### config.mk
export PLATFORM = sky130hd
export DESIGN_NAME = maze_walker_param
export DESIGN_NICKNAME = d
export VERILOG_FILES = /design/src/rtl/maze_walker_param.sv
export SDC_FILE = /design/constraint.sdc
export NUM_CORES = 2
export LEC_CHECK = 0
export ABC_AREA = 1
export CAP_MARGIN = 20
export CORE_ASPECT_RATIO = 1.25
export CORE_UTILIZATION = 40
export CTS_CLUSTER_SIZE = 40
export DETAILED_ROUTE_END_ITERATION = 6
export DONT_BUFFER_PORTS = 1
export PLACE_DENSITY = 0.56
export SYNTH_ARGS = -nofsm -noshare
export SYNTH_HDL_FRONTEND = slang
export SYNTH_SLANG_ARGS = --single-unit
### constraint.sdc
create_clock -name clk -period 7.4 [get_ports clk]
set_input_delay 1.11 -clock clk [delete_from_list [all_inputs] [get_ports clk]]
set_output_delay 1.11 -clock clk [all_outputs]
set_load 0.005 [all_outputs]
### src/rtl/maze_walker_param.sv
// maze_walker_param: streams in a SIZE x SIZE maze, then walks a
// left/right-hand wall follower from (0,0) to (SIZE-1,SIZE-1).
module maze_walker_param #(
    parameter int SIZE      = 17,
    parameter int MAX_STEPS = 1023,
    parameter int STEP_W    = $clog2(MAX_STEPS + 1)
) (
    input  logic              clk,
    input  logic              rst,
    input  logic              in_valid,
    input  logic [1:0]        in,
    input  logic              hand,
    output logic              out_valid,
    output logic [1:0]        out,
    output logic              done,
    output logic              fail,
    output logic [STEP_W-1:0] steps
);
    localparam int CW = $clog2(SIZE);
    localparam int NC = SIZE * SIZE;
    localparam int IW = $clog2(NC);
    localparam logic [CW-1:0]     LAST        = CW'(SIZE - 1);
    localparam logic [STEP_W-1:0] BUDGET_LAST = STEP_W'(MAX_STEPS - 1);

    typedef enum logic [1:0] {S_IDLE, S_LOAD, S_WALK} state_t;
    state_t r_state, w_next;

    logic [1:0]        r_maze [2**IW];
    logic [IW-1:0]     r_cnt;
    logic [CW-1:0]     r_x, r_y;
    logic [1:0]        r_head;
    logic              r_hand, r_sword, r_done, r_fail;
    logic [STEP_W-1:0] r_steps;

    logic          w_beat, w_last_beat, w_sword, w_goal, w_budget;
    logic [IW-1:0] w_cur;
    logic [IW-1:0] w_nidx [4];
    logic [3:0]    w_oob, w_blk;
    logic [1:0]    w_c1, w_c2, w_c3, w_move;
    logic [CW-1:0] w_nx, w_ny;

    assign w_beat      = in_valid && (r_state != S_WALK);
    assign w_last_beat = in_valid && (r_state == S_LOAD)
                         && (r_cnt == IW'(NC - 1));

    assign w_cur     = IW'(int'(r_y) * SIZE + int'(r_x));
    assign w_nidx[0] = w_cur + IW'(1);
    assign w_nidx[1] = w_cur + IW'(SIZE);
    assign w_nidx[2] = w_cur - IW'(1);
    assign w_nidx[3] = w_cur - IW'(SIZE);

    // bit d is set when the neighbour in direction d lies off the grid
    assign w_oob   = {r_y == '0, r_x == '0, r_y == LAST, r_x == LAST};
    assign w_sword = r_sword || (r_maze[w_cur] == 2'd2);

    always_comb begin
        for (int d = 0; d < 4; d++) begin
            w_blk[d] = w_oob[d]
                       || (r_maze[w_nidx[d]] == 2'd1)
                       || ((r_maze[w_nidx[d]] == 2'd3) && !w_sword);
        end
    end

    assign w_c1 = r_hand ? r_head + 2'd1 : r_head + 2'd3;
    assign w_c2 = r_head;
    assign w_c3 = r_hand ? r_head + 2'd3 : r_head + 2'd1;

    always_comb begin
        w_move = r_head + 2'd2;
        if (!w_blk[w_c1])
            w_move = w_c1;
        else if (!w_blk[w_c2])
            w_move = w_c2;
        else if (!w_blk[w_c3])
            w_move = w_c3;
    end

    always_comb begin
        w_nx = r_x;
        w_ny = r_y;
        unique case (w_move)
            2'd0: w_nx = r_x + CW'(1);
            2'd1: w_ny = r_y + CW'(1);
            2'd2: w_nx = r_x - CW'(1);
            2'd3: w_ny = r_y - CW'(1);
        endcase
    end

    assign w_goal   = (w_nx == LAST) && (w_ny == LAST);
    assign w_budget = (r_steps == BUDGET_LAST);

    always_comb begin
        w_next = r_state;
        unique case (r_state)
            S_IDLE:  if (in_valid) w_next = S_LOAD;
            S_LOAD:  if (w_last_beat) w_next = S_WALK;
            S_WALK:  if (w_goal || w_budget) w_next = S_IDLE;
            default: w_next = S_IDLE;
        endcase
    end

    always_ff @(posedge clk or posedge rst) begin
        if (rst) begin
            r_state <= S_IDLE;
            r_cnt   <= '0;
            r_x     <= '0;
            r_y     <= '0;
            r_head  <= 2'd0;
            r_hand  <= 1'b0;
            r_sword <= 1'b0;
            r_steps <= '0;
            r_done  <= 1'b0;
            r_fail  <= 1'b0;
        end else begin
            r_state <= w_next;
            r_done  <= 1'b0;
            r_fail  <= 1'b0;
            if (r_state == S_IDLE && in_valid) begin
                r_cnt   <= IW'(1);
                r_steps <= '0;
                r_sword <= 1'b0;
                r_hand  <= hand;
                r_x     <= '0;
                r_y     <= '0;
                r_head  <= 2'd0;
            end else if (r_state == S_LOAD && in_valid) begin
                r_cnt <= r_cnt + IW'(1);
            end else if (r_state == S_WALK) begin
                r_x     <= w_nx;
                r_y     <= w_ny;
                r_head  <= w_move;
                r_steps <= r_steps + STEP_W'(1);
                if (r_maze[w_cur] == 2'd2)
                    r_sword <= 1'b1;
                r_done  <= w_goal;
                r_fail  <= w_budget && !w_goal;
            end
        end
    end

    // maze storage needs no reset: every cell is rewritten by each load
    always_ff @(posedge clk) begin
        if (w_beat)
            r_maze[(r_state == S_IDLE) ? '0 : r_cnt] <= in;
    end

    assign out_valid = (r_state == S_WALK);
    assign out       = out_valid ? w_move : 2'd0;
    assign done      = r_done;
    assign fail      = r_fail;
    assign steps     = r_steps;
endmodule

; ---- After elaboration in Yosys (flattened, before gate mapping)
; Memories as Yosys holds them, arrays and structs flattened.
; Cells that the tools add are included.
[classes]
addsub = 14
n_mul = 1
n_div = 0
magnitude_cmp = 3
n_eq_ne = 25
n_shift = 0
mux = 45
bitwise = 0
n_reduce_logical = 32
[ops]
columns = op, n
row1 = two-way mux 10 bit, 3
row2 = two-way mux 5 bit, 6
row3 = two-way mux 9 bit, 3
row4 = two-way mux 2 bit, 12
row5 = "== test 5 bit, second input constant", 4
row6 = one-hot mux 5 bit (2 select lines), 2
row7 = "adder 9 x 1 -> 9 bit, second input constant", 2
row8 = "== test 2 bit, second input constant", 8
row9 = two-way mux 1 bit, 15
row10 = "== test 2 x 1 -> 1 bit, second input constant", 6
row11 = "adder 10 x 1 -> 10 bit, second input constant", 1
row12 = "adder 5 x 1 -> 5 bit, second input constant", 2
row13 = "== test 10 bit, second input constant", 1
row14 = logical AND 1 bit, 10
row15 = zero test 5 bit, 2
row16 = logical OR 1 bit, 10
row17 = "subtractor 5 x 1 -> 5 bit, second input constant", 2
row18 = adder 9 x 5 -> 9 bit, 1
row19 = "adder 9 x 5 -> 9 bit, second input constant", 1
row20 = "== test 9 bit, second input constant", 1
row21 = "less-than comparator 2 x 3 -> 1 bit, second input constant", 3
row22 = "multiplier 5 x 5 -> 9 bit, second input constant", 1
row23 = "subtractor 9 x 1 -> 9 bit, second input constant", 1
row24 = "subtractor 9 x 5 -> 9 bit, second input constant", 1
row25 = 11 further kinds, 22
[totals]
register_bits = 37
latch_bits = 0
mem_bits_rw = 1024
romBits = 0
in_bits = 6
output_inout_bits = 15
word_cells = 131
n_memories = 1
[memory_table]
columns = memory, words, width, read_ports, rd_ports_with_merged_regs, wr, line_no
row1 = r_maze, 512, 2, 5, 0, 1, 28  ; logic [1:0] r_maze [2**IW];

; ---- Depth between registers and ports, before layout
; An unclocked memory read counts as a cell.
[logic_depth]
ltp_word = 22
ltp_mapped = 45
mapped_depth_nobuf = 42

; ---- Least setup slack after synthesis
; OpenSTA, ideal clock, no wires.
[synth_path]
path_type = register to register
start = register r_x[1]
end = register r_state[1]
setup_time_ns = 0.118
arrival_ns = 5.842
required_ns = 7.282
setup_slack_ns = 1.440
stages_incl_launch_ff = 43
path_buffers = 5
period_less_slack_ns = 5.960
path_cell_list = dfrtp_1 > ha_1 > ha_1 > buf_2 > inv_2 > buf_2 > buf_1 > ha_1 > xor2_1 > buf_2 > clkbuf_1 > nand3_1 > nand3_1 > nand2_1 > nand2_1 > nand3_1 > nand3_1 > nand3_1 > [7 not listed] > nand2_1 > nand2_1 > nand3_2 > nand2_2 > inv_1 > nor2_1 > ha_1 > a21o_1 > a31oi_1 > inv_1 > nand3_1 > nand3_1 > nand2_1 > nand2_1 > nor2_1 > nand2_1 > nand3_1 > nand2_1
[synth_via]
elab_chain_len = 19
word_cells_on_any_way = 54
classes_between = 7 x add/sub / 16 x eq/ne / 11 x mux / 19 x reduce/logical / 1 x memory
[synth_rtl]
columns = element, line_no
row1 = start: declaration, 30  ; logic [CW-1:0] r_x, r_y;
row2 = start signal: assignment, 129  ; r_x <= w_nx;
row3 = "parallel branches: the longest is 15 deep, another holds adder 9 x 5 -> 9 bit", n/a
row4 = logical AND 1 bit *, 89  ; assign w_goal = (w_nx == LAST) && (w_ny == LAST);
row5 = logical OR 1 bit *, 97  ; S_WALK: if (w_goal || w_budget) w_next = S_IDLE;
row6 = inequality test 2 x 1 -> 1 bit (no line) *, n/a
row7 = AND reduction 3 bit (no line) *, n/a
row8 = end signal: assignment, 115  ; r_state <= w_next;
row9 = end: declaration, 26  ; state_t r_state, w_next;
; Mark *: on every way between the ends. The select of a mux whose other input is x is not followed.
; A chain may end at the register's enable or synchronous reset.

; ---- Worst setup path in the final report
[layout_path]
start = register r_x[1]
end = output out[0]
[layout_via]
elab_chain_len = 13
word_cells_on_any_way = 41
classes_between = 5 x add/sub / 10 x eq/ne / 10 x mux / 15 x reduce/logical / 1 x memory
[layout_rtl]
columns = element, line_no
row1 = "parallel branches: the longest is 11 deep, another holds adder 9 x 5 -> 9 bit", n/a
row2 = two-way mux 2 bit *, 70  ; if (!w_blk[w_c1])
row3 = two-way mux 2 bit *, 148  ; assign out = out_valid ? w_move : 2'd0;
row4 = end: declaration, 14  ; output logic [1:0] out,
; Marks and branches as above.

==> run_results.csv <==
group,metric,value,unit
clock_tree,clkTransAtPathRegs,0.06,ns
detailed_routing,wirelength,266000,um
cells_and_area,final_cell_area,70300,um2
logic_synthesis,syn_nets,8773,
timing,hold-worst-slack,0.396,ns
logic_synthesis,async_reset_ff_share,3.49,%
critical_path,crit_top_cell,"nand2_1",
critical_path,crit_fanout,32,
placement,portBuffers,0,
floorplan,initial_core_util,40.3,%
clock_tree,ctsHtreeMaxLevel,3,
critical_path,cpPeakStageDelay,0.47,ns
detailed_routing,vias,61800,
clock_tree,cts.sinks,1061,
clock_tree,cts_root_buffer,"clkbuf_16",
floorplan,placementRows,164,
detailed_routing,wl_per_cell,25.2,um
grt,grt_pass1_vias,57500,
critical_path,path_class,"reg -> out",
timing,min_period,7.17,ns
clock_tree,cts_inserted_buffers,111,
logic_synthesis,synth_top_cell_area_share,47.8,%
timing,finalSetupViolations,0,
logic_synthesis,syn_area,64300,um2
placement,placedCellCount,10300,
worst_hold_path,min_path_type,"in -> async",
power,p_leak,0.0281,uW
power,p_per_area,358,nW/um2
floorplan,core-area,160000,um2
cells_and_area,syn_to_final_growth,9.31,%
detailed_routing,drcViolationCount,0,
timing,finalHoldViolations,0,
logic_synthesis,synthCells,8734,
grt,grt_max_degree,513,
logic_synthesis,synth-edff-count,1024,
detailed_routing,drt_iter0_markers,7876,
grt,grt_pass1_wl,382000,um
clock_tree,clock_latency,0.77,ns
critical_path,crit_required,6.29,ns
run_status,status,"finished with violations",
placement,place_area,66500,um2
logic_synthesis,yosys-top-cells-area,"edfxtp_1 48%, nand2_1 22%, nand3_1 15%",
critical_path,cp.arrival,6.06,ns
logic_synthesis,ys_types,40,
grt,antenna_found_initial,6,
timing,finClkSkew,0.0345,ns
floorplan,top_level_ports,21,
power,total_power,25200,uW
critical_path,slowest_stage,"dfrtp_1",
critical_path,cp-end-kind,"output pin",
floorplan,die_height,450,um
timing,fmax,139,MHz
floorplan,dieWidth,361,um
clock_tree,clk_path_buf_depth,3,
logic_synthesis,yosysWarningCount,0,
logic_synthesis,synth_seq_cells,1061,
timing,slew_viol_final,349,
placement,gp_congestion,1.01,
grt,grt_usage,31.8,%
cells_and_area,finalNetCount,8420,
timing,tns,0,ns
detailed_routing,via_per_inst,5.86,
cells_and_area,layout_commonest_cell,"nand2_1",
logic_synthesis,synth_ff_type,"edfxtp_1",
cells_and_area,final_cell_mix,"3828 x nand2_1, 1892 x nand3_1, 1024 x edfxtp_1",
logic_synthesis,synth_area_per_cell,7.36,um2
grt,grt_overflow,0,
flow_run,drv_cap,0,
cells_and_area,final_cells,10500,
timing,fin_crit_sh,96.9,%
run_status,violations,"slew limit",
logic_synthesis,yosysSeqAreaShare,49.3,%
clock_tree,cts-hold-fix-buffers,0,
power,irDropWorstVdd,0.370,mV
timing,worst_pin_slew,1.94,ns
critical_path,cp-start-kind,"flip-flop",
cells_and_area,drive_gt1_share,5.24,%
detailed_routing,antenna_left,0,
detailed_routing,drt_pass1_iterations,6,
logic_synthesis,yosys.area.top_type,"edfxtp_1",
clock_tree,cts_tree,"done",
placement,dp_hpwl,166000,um
floorplan,die_area,162000,um2
timing,slew_headroom,-29.2,%
## per-stage QoR
step	util [%]	setup WS (ns)
after global routing	44.0	-0.0161
after floorplan	-	1.44
after global placement	41.6	0.463
after CTS	43.8	0.0214
after detailed placement	41.6	0.511
final	44.0	0.229
## Yosys cell counts, types with 9 or more instances
library cell and count:
nor3_1 17, edfxtp_1 1024, ha_1 29, o211ai_1 16, xor2_2 9, xor2_1 16, inv_1 161, nand4_1 9
buf_1 68, buf_2 198, nand3_1 1902, inv_2 18, clkbuf_1 371, nor2_1 671, dfrtp_1 37, nand2_1 3849
o21ai_0 170, a21oi_1 104
## critical path: cells and delay by family, from the launching register on
family	cells	cell delay, ns
xor+xnor	1	0.35
flops	1	0.47
buf+inv	4	0.85
simple gates	20	2.40
fa+ha+maj	3	1.20
## kinds of logic (layout without fill, tap and decap cells)
kind of cell | Yosys count | after routing | share of synthesized area (%)
flip-flops | 1061 | 1061 | 49.3
other | 0 | 1 | 0
XOR/XNOR | 34 | 34 | 0.609
AND/OR/NAND/NOR | 6465 | 6465 | 41.6
AO/OA/AOI/OAI | 316 | 316 | 2.61
buffers and inverters | 825 | 559 | 5.24
adder cells (fa/ha/maj) | 33 | 33 | 0.689
## where the power goes
part	switching, uW	internal [uW]	leakage [uW]	total, uW
logic	9540	3350	0.0167	12900
clock network	2480	3100	0.00170	5570
registers	57.2	6640	0.00970	6700
total	12100	13100	0.0281	25200
## metal layers
layer | global-route usage, % | up-vias | wire, um | share of wire (%)
met2 | 52.0 | 3209 | 124000 | 46
met1 | 39.4 | 29600 | 101000 | 38
li1 | - | 28300 | - | -
met5 | 0 | - | 30 | 0.011
met3 | 5.22 | 731 | 23500 | 8.9
met4 | 19.0 | 4 | 17600 | 6.6
## registers in the layout (all words and copies together) (netlist names)
signal / cells
r_state: 2
r_maze: 1024
steps: 10
r_sword: 1
r_head: 2
r_cnt: 9
r_hand: 1
r_y: 5
done: 1
fail: 1
r_x: 5
## final timing paths
path                          start         end  slack [ns]  depth (start not counted)
min                             rst    steps[5]        0.40                          2
min reg2reg                steps[8]    steps[8]        0.54                          1
max reg2reg                  r_x[1]  r_state[1]        0.50                         39
max in group asynchronous       rst    r_cnt[3]        6.59                          2
max                          r_x[1]      out[0]        0.23                         28
min in group clk               hand      r_hand        0.48                          2
## layout make-up
cell class	count	area, um2
fill	15900	89300
timing repair buffer	177	2120
tap	2075	2600
multi-input combinational	6848	29700
clock inverter	68	606
inverter	182	729
antenna	1	2.50
clock buffer	132	2900
sequential	1061	31700
## timing repair
action                     CTS  global route
cloned                       0             4
setup buffers                0             7
setup endpoints to repair    1             4
resized for setup            2            35
pin swaps                    0             3
Power figures use the tool's default switching activity.
